### config.mk
export PLATFORM = sky130hd
export DESIGN_NAME = aes_sbox_scheduler
export DESIGN_NICKNAME = d
export VERILOG_FILES = /design/src/rtl/aes_sbox_scheduler.sv
export SDC_FILE = /design/constraint.sdc
export NUM_CORES = 2
export LEC_CHECK = 0
export CAP_MARGIN = 20
export CORE_UTILIZATION = 63
export DETAILED_ROUTE_END_ITERATION = 8
export GPL_ROUTABILITY_DRIVEN = 0
export GPL_TIMING_DRIVEN = 0
export PLACE_DENSITY = 0.8
export SYNTH_ARGS = -nofsm -noshare
export SYNTH_HDL_FRONTEND = slang
export SYNTH_SLANG_ARGS = --single-unit
### constraint.sdc
create_clock -name clk -period 23.3 [get_ports clk]
set_input_delay 6.99 -clock clk [delete_from_list [all_inputs] [get_ports clk]]
set_output_delay 6.99 -clock clk [all_outputs]
set_load 0.05 [all_outputs]
### src/rtl/aes_sbox_scheduler.sv
// aes_sbox_scheduler: shares a pool of NUM_SBOX S-boxes between the round
// datapath (128-bit SubBytes/InvSubBytes) and the key expander (32-bit
// forward SubWord). Requests are non-preemptive and arbitrated round-robin.
// aes_sbox_canright is a single AES S-box: GF(2^8) inversion plus the affine
// transform for the forward direction, or the inverse affine for the reverse.

module aes_sbox_canright (
  input  logic [7:0] data_in,
  input  logic       enc_dec,
  output logic [7:0] data_out
);

  function automatic logic [7:0] gf_mul(input logic [7:0] a, input logic [7:0] b);
    logic [7:0] p;
    logic [7:0] aa;
    p  = '0;
    aa = a;
    for (int unsigned i = 0; i < 8; i++) begin
      if (b[i]) p = p ^ aa;
      aa = {aa[6:0], 1'b0} ^ (aa[7] ? 8'h1b : 8'h00);
    end
    return p;
  endfunction

  // x^254 is the multiplicative inverse in GF(2^8); 0 maps to 0.
  function automatic logic [7:0] gf_inv(input logic [7:0] x);
    logic [7:0] x2, x3, x6, x12, x15, x30, x60, x120, x240, x252;
    x2   = gf_mul(x, x);
    x3   = gf_mul(x2, x);
    x6   = gf_mul(x3, x3);
    x12  = gf_mul(x6, x6);
    x15  = gf_mul(x12, x3);
    x30  = gf_mul(x15, x15);
    x60  = gf_mul(x30, x30);
    x120 = gf_mul(x60, x60);
    x240 = gf_mul(x120, x120);
    x252 = gf_mul(x240, x12);
    return gf_mul(x252, x2);
  endfunction

  logic [7:0] pre;
  logic [7:0] inv;
  logic [7:0] aff;

  // Forward: inverse then affine. Reverse: inverse affine then inverse.
  always_comb begin
    pre = enc_dec ? data_in
                  : ({data_in[6:0], data_in[7]} ^ {data_in[4:0], data_in[7:5]} ^
                     {data_in[1:0], data_in[7:2]} ^ 8'h05);
    inv = gf_inv(pre);
    aff = inv ^ {inv[6:0], inv[7]} ^ {inv[5:0], inv[7:6]} ^
          {inv[4:0], inv[7:5]} ^ {inv[3:0], inv[7:4]} ^ 8'h63;
    data_out = enc_dec ? aff : inv;
  end

endmodule

module aes_sbox_scheduler #(
  parameter int unsigned NUM_SBOX = 4
) (
  input  logic         clk,
  input  logic         rst_n,
  input  logic         st_req,
  input  logic         st_dec,
  input  logic [127:0] st_in,
  output logic         st_ack,
  output logic         st_done,
  output logic [127:0] st_out,
  input  logic         kw_req,
  input  logic [31:0]  kw_in,
  output logic         kw_ack,
  output logic         kw_done,
  output logic [31:0]  kw_out,
  output logic         busy
);

  if (!(NUM_SBOX == 1 || NUM_SBOX == 2 || NUM_SBOX == 4)) begin : g_bad_num_sbox
    $error("aes_sbox_scheduler: NUM_SBOX must be 1, 2 or 4");
  end

  localparam int unsigned ST_BEATS = 16 / NUM_SBOX;
  localparam int unsigned KW_BEATS = 4 / NUM_SBOX;

  typedef enum logic [1:0] {
    IDLE   = 2'd0,
    RUN_ST = 2'd1,
    RUN_KW = 2'd2
  } state_t;

  state_t            state_q;
  logic [3:0]        cnt_q;
  logic              last_kw_q;
  logic              dec_q;
  logic [15:0][7:0]  st_buf_q;
  logic [15:0][7:0]  st_out_q;
  logic [3:0][7:0]   kw_buf_q;
  logic [3:0][7:0]   kw_out_q;
  logic              st_done_q;
  logic              kw_done_q;

  logic              grant_st;
  logic              grant_kw;
  logic              last_beat;
  logic              sbox_enc;
  logic [3:0]        idx      [NUM_SBOX];
  logic [7:0]        sbox_in  [NUM_SBOX];
  logic [7:0]        sbox_out [NUM_SBOX];

  // Arbitration in IDLE; a tie goes to the requester that was not served last.
  always_comb begin
    grant_st = 1'b0;
    grant_kw = 1'b0;
    if (state_q == IDLE && rst_n) begin
      if (st_req && kw_req) begin
        grant_st = last_kw_q;
        grant_kw = ~last_kw_q;
      end else begin
        grant_st = st_req;
        grant_kw = kw_req;
      end
    end
  end

  // Byte selection for the current beat and S-box direction.
  always_comb begin
    sbox_enc  = (state_q == RUN_KW) ? 1'b1 : ~dec_q;
    last_beat = (state_q == RUN_KW) ? (cnt_q == 4'(KW_BEATS - 1))
                                    : (cnt_q == 4'(ST_BEATS - 1));
    for (int unsigned j = 0; j < NUM_SBOX; j++) begin
      idx[j]     = 4'(cnt_q * NUM_SBOX + j);
      sbox_in[j] = (state_q == RUN_KW) ? kw_buf_q[idx[j][1:0]] : st_buf_q[idx[j]];
    end
  end

  for (genvar g = 0; g < NUM_SBOX; g++) begin : g_pool
    aes_sbox_canright u_sbox (
      .data_in  (sbox_in[g]),
      .enc_dec  (sbox_enc),
      .data_out (sbox_out[g])
    );
  end

  // Scheduler FSM: accept in IDLE, then one beat per cycle until the last byte.
  always_ff @(posedge clk or negedge rst_n) begin
    if (!rst_n) begin
      state_q   <= IDLE;
      cnt_q     <= '0;
      last_kw_q <= 1'b0;
      dec_q     <= 1'b0;
      st_buf_q  <= '0;
      st_out_q  <= '0;
      kw_buf_q  <= '0;
      kw_out_q  <= '0;
      st_done_q <= 1'b0;
      kw_done_q <= 1'b0;
    end else begin
      st_done_q <= 1'b0;
      kw_done_q <= 1'b0;
      unique case (state_q)
        IDLE: begin
          if (grant_st) begin
            st_buf_q  <= st_in;
            dec_q     <= st_dec;
            cnt_q     <= '0;
            last_kw_q <= 1'b0;
            state_q   <= RUN_ST;
          end else if (grant_kw) begin
            kw_buf_q  <= kw_in;
            cnt_q     <= '0;
            last_kw_q <= 1'b1;
            state_q   <= RUN_KW;
          end
        end
        RUN_ST: begin
          for (int unsigned j = 0; j < NUM_SBOX; j++) st_out_q[idx[j]] <= sbox_out[j];
          if (last_beat) begin
            state_q   <= IDLE;
            st_done_q <= 1'b1;
          end else begin
            cnt_q <= cnt_q + 4'd1;
          end
        end
        RUN_KW: begin
          for (int unsigned j = 0; j < NUM_SBOX; j++) kw_out_q[idx[j][1:0]] <= sbox_out[j];
          if (last_beat) begin
            state_q   <= IDLE;
            kw_done_q <= 1'b1;
          end else begin
            cnt_q <= cnt_q + 4'd1;
          end
        end
        default: state_q <= IDLE;
      endcase
    end
  end

  assign st_ack  = grant_st;
  assign kw_ack  = grant_kw;
  assign st_done = st_done_q;
  assign kw_done = kw_done_q;
  assign st_out  = st_out_q;
  assign kw_out  = kw_out_q;
  assign busy    = (state_q != IDLE);

endmodule
==> impl_metrics.toml <==
[worst_setup_path]
cp-endpoint = "st_out[53]"
regToRegStartpoint = "state_q[0]"
startpoint_type = "flop"
worst-endpoint-arrival_ns = 22.93
critical_path.max_stage_delay_ns = 0.59
critPathCaptureType = "flop"
timing.reg2reg.setup_slack_ns = 0.82
reg_to_reg_critical_path_endpoint = "st_out[53]"
setup.worst_path.start = "state_q[0]"
cell_count_of_the_worst_reg_to_reg_path = 89
worst_path_max_delay_cell = "xnor3_2"
crit_fanout = 10
timing.setup.critical_path_class = "reg2reg"
path_depth = 89
worstPathBufferInverterCount = 24
critical_path.top_delay_family = "XOR/XNOR gates"
required_ns = 23.74

[clock_network]
insertion_delay_to_the_later_sink_of_the_worst_skew_pair_ns = 0.57
root_buffer = "clkbuf_16"
number_of_clock_sinks_seen_by_cts = 330
ctsHtreeMaxLevel = 2
ctsLongestPathBuffers = 3
postCtsHoldBufs = 0
post_cts_clock_slew_at_the_launch_and_capture_registers_of_the_worst_setup_and_hold_paths_ns = 0.07
cts_inserted_buffers = 37
cts_tree = "done"

[routing]
wirelength_mm = 184
routed_wire_length_per_instance_um = 20.5
vias = 55683
drt-vias-per-instance = 6.23
drt-initial-drc-count = 6145
drt_pass1_iterations = 9
drc = 1
drt.antenna.violating_nets = 0

[yosys]
synth.lib_cells_used.distinct = 142
synth_area_um2 = 60500
async_flop_share = 1.00
yosys_most_used_dff = "dfrtp_1"
synth_edf_count = 0
postSynthCellCount = 7201
yosys_warnings = 0
postSynthRegisterBits = 330
seq_area_frac_synth = 0.137
postSynthAreaPerCell_um2 = 8.40
mappedNetlistNets = 7401

[outcome]
outcome = "complete, but fails checks"
violations = "DRC"

[sta]
setup_viol = 0
final_max_slew_viol_count = 0
clock.fmax_ghz = 0.0445
finClkSkew_ns = 0.0252
min_period_over_period = 0.965
slew_headroom = 0.184
hold_ws_ns = 0.473
worst-slew-pin-transition_ns = 1.21
finalCriticalPeriod_ns = 22.48
finalHoldViolations = 0

[global_route]
grt-busiest-layer = "met2"
globalRouteMet2Util = 0.599
use_met3 = 0.0450
grt_max_degree = 126
antenna_found_initial = 3
global_route_wire_length_before_repair_mm = 285
use_met1 = 0.457
first_global_vias = 53049
global_route.overflow_total = 0
groute.usage.overall = 0.357

[floorplanning]
floorplan.core_area_um2 = 95000
placement_rows = 113
die_w_um = 312
floorplan.die_area_um2 = 97300
die_h_um = 312
initial_cell_density_of_the_core = 0.637
num_io_pins = 330

[flow_run]
drv.max_cap_violation_count = 0

[layout]
fillerInstances = 7101
share_of_final_layout_standard_cells_stronger_than_drive_strength_1 = 0.131
multi_input_comb_area_um2 = 51000
seq_area_um2 = 8260
synthToLayoutAreaGrowth_pct = 13.9
finish.net_count = 7847

[place]
io_buffer_count = 329
post-dp-hpwl_mm = 136

[min_path]
hp-class = "reg2reg"
[sequential cells by signal, indices dropped and copies added, names as in the netlist]
name       count
state_q        2
kw_done        1
cnt_q          4
st_done        1
st_out       128
last_kw_q      1
kw_buf_q      32
st_buf_q     128
dec_q          1
kw_out        32
[metrics by stage]
| step | cells | util | setup TNS [ns] | cell area (µm²) | setup WS, ns |
|---|---|---|---|---|---|
| floorplan | 7201 | - | 0 | 60500 | 2.45 |
| global placement | 8795 | 0.688 | -326.40 | 65400 | -8.47 |
| detailed placement | 8798 | 0.689 | -226.71 | 65400 | -2.70 |
| CTS | 8880 | 0.709 | 0 | 67400 | 0.000393 |
| global route | 8939 | 0.725 | -6.73 | 68900 | -0.193 |
| finish | 8940 | 0.725 | 0 | 68900 | 0.815 |
[how the worst min path moves through the flow]
stage,end,cells past startpoint,start
floorplan,kw_buf_q[22],2,kw_buf_q[22]
global placement,st_buf_q[0],2,st_buf_q[0]
detailed placement,st_buf_q[92],2,st_buf_q[92]
CTS,st_buf_q[92],2,st_buf_q[92]
global route,st_buf_q[70],2,st_buf_q[70]
finish,st_buf_q[97],2,st_buf_q[97]
[metal layers]
layer | routed length, µm | part of all wire
met4 | 8930 | 0.049
met2 | 88200 | 0.48
met1 | 71700 | 0.39
met5 | 13 | 0.000071
met3 | 14700 | 0.080
[layout by cell type (no fill, tap or decap), drive strengths merged, types with 20 or more instances in the layout]
| cell type | instances |
|---|---|
| a211o | 20 |
| a211oi | 69 |
| a21o | 26 |
| a21oi | 255 |
| a221oi | 29 |
| a22oi | 41 |
| a311oi | 22 |
| a31oi | 33 |
| and2 | 47 |
| and3 | 48 |
| buf | 290 |
| clkbuf | 250 |
| clkdlybuf4s50 | 328 |
| dfrtp | 330 |
| ha | 35 |
| inv | 116 |
| mux2 | 138 |
| mux2i | 226 |
| mux4 | 28 |
| nand2 | 1101 |
| nand2b | 60 |
| nand3 | 146 |
| nor2 | 777 |
| nor2b | 71 |
| nor3 | 169 |
| o211ai | 49 |
| o21a | 24 |
| o21ai | 273 |
| o221ai | 22 |
| o22ai | 67 |
| o31ai | 46 |
| or3 | 32 |
| xnor2 | 1384 |
| xnor3 | 302 |
| xor2 | 428 |
| xor3 | 42 |
[layout make-up]
cell class | instances | area share
clock buffers | 45 | 0.0145
plain buffers | 419 | 0.0351
well taps | 1265 | 0.0230
repair buffers | 412 | 0.0581
inverters | 115 | 0.00637
multi-input cells | 6332 | 0.739
clock inverters | 21 | 0.00356
diodes | 1 | 0.0000363
flip-flops and latches | 330 | 0.120
[repair_timing]
item	CTS	global route
gates resized for setup	91	174
setup endpoints to repair	128	160
setup buffers	17	63
endpoints found under the hold margin	0	0
cloned	0	0
pin swaps	16	43
[synth_stat cells, drive strengths merged, types with 14 or more instances]
| master | n | area share |
|---|---|---|
| or2 | 19 | 0.0020 |
| o32ai | 19 | 0.0030 |
| o31ai | 46 | 0.0057 |
| nor2b | 71 | 0.0074 |
| inv | 105 | 0.0066 |
| and3 | 48 | 0.0050 |
| mux2 | 138 | 0.026 |
| a21o | 26 | 0.0032 |
| nor3 | 169 | 0.014 |
| o22ai | 67 | 0.0070 |
| o211a | 16 | 0.0026 |
| xnor2 | 1384 | 0.22 |
| a311oi | 22 | 0.0038 |
| o221ai | 22 | 0.0033 |
| a211oi | 69 | 0.0094 |
| mux4 | 28 | 0.010 |
| a22oi | 41 | 0.0056 |
| or4 | 16 | 0.0020 |
| xor3 | 42 | 0.017 |
| nand2b | 60 | 0.0062 |
| a221oi | 29 | 0.0056 |
| clkbuf | 197 | 0.013 |
| mux2i | 226 | 0.039 |
| o21ai | 273 | 0.023 |
| a32oi | 14 | 0.0022 |
| o311ai | 17 | 0.0025 |
| nor2 | 777 | 0.048 |
| xnor3 | 302 | 0.11 |
| o211ai | 49 | 0.0062 |
| buf | 219 | 0.025 |
| a21oi | 255 | 0.021 |
| dfrtp | 330 | 0.14 |
| o21a | 24 | 0.0030 |
| a2bb2oi | 16 | 0.0024 |
| nor3b | 18 | 0.0022 |
| xor2 | 428 | 0.067 |
| a211o | 20 | 0.0029 |
| nand3 | 146 | 0.012 |
| nand4 | 19 | 0.0020 |
| and2 | 47 | 0.0049 |
| ha | 35 | 0.0072 |
| a31oi | 33 | 0.0036 |
| nand2 | 1101 | 0.068 |
| or3 | 32 | 0.0034 |
[cells by family after synthesis]
| group | count (synthesis) | synth area share |
|---|---|---|
| AND/OR/NAND/NOR | 2569 | 0.185 |
| XOR/XNOR | 2156 | 0.415 |
| AO/OA/AOI/OAI | 1180 | 0.135 |
| buffers and inverters | 539 | 0.0466 |
| multiplexers | 392 | 0.0752 |
| flip-flops | 330 | 0.137 |
| adder cells (fa/ha/maj) | 35 | 0.00724 |
[worst register-to-register path, delay by kind of cell (launching register included)]
| kind | cells | cell delay (ns) |
|---|---|---|
| adders and majority gates | 7 | 2.49 |
| AOI/OAI and AO/OA | 15 | 3.07 |
| buffers and inverters | 24 | 5.03 |
| DFF | 1 | 0.38 |
| xor gates and xnor gates | 30 | 8.97 |
| and+or+nand+nor | 13 | 2.40 |
Power is not shown: default switching activity piles up to over one toggle a cycle in this logic, so the estimate is an artifact.
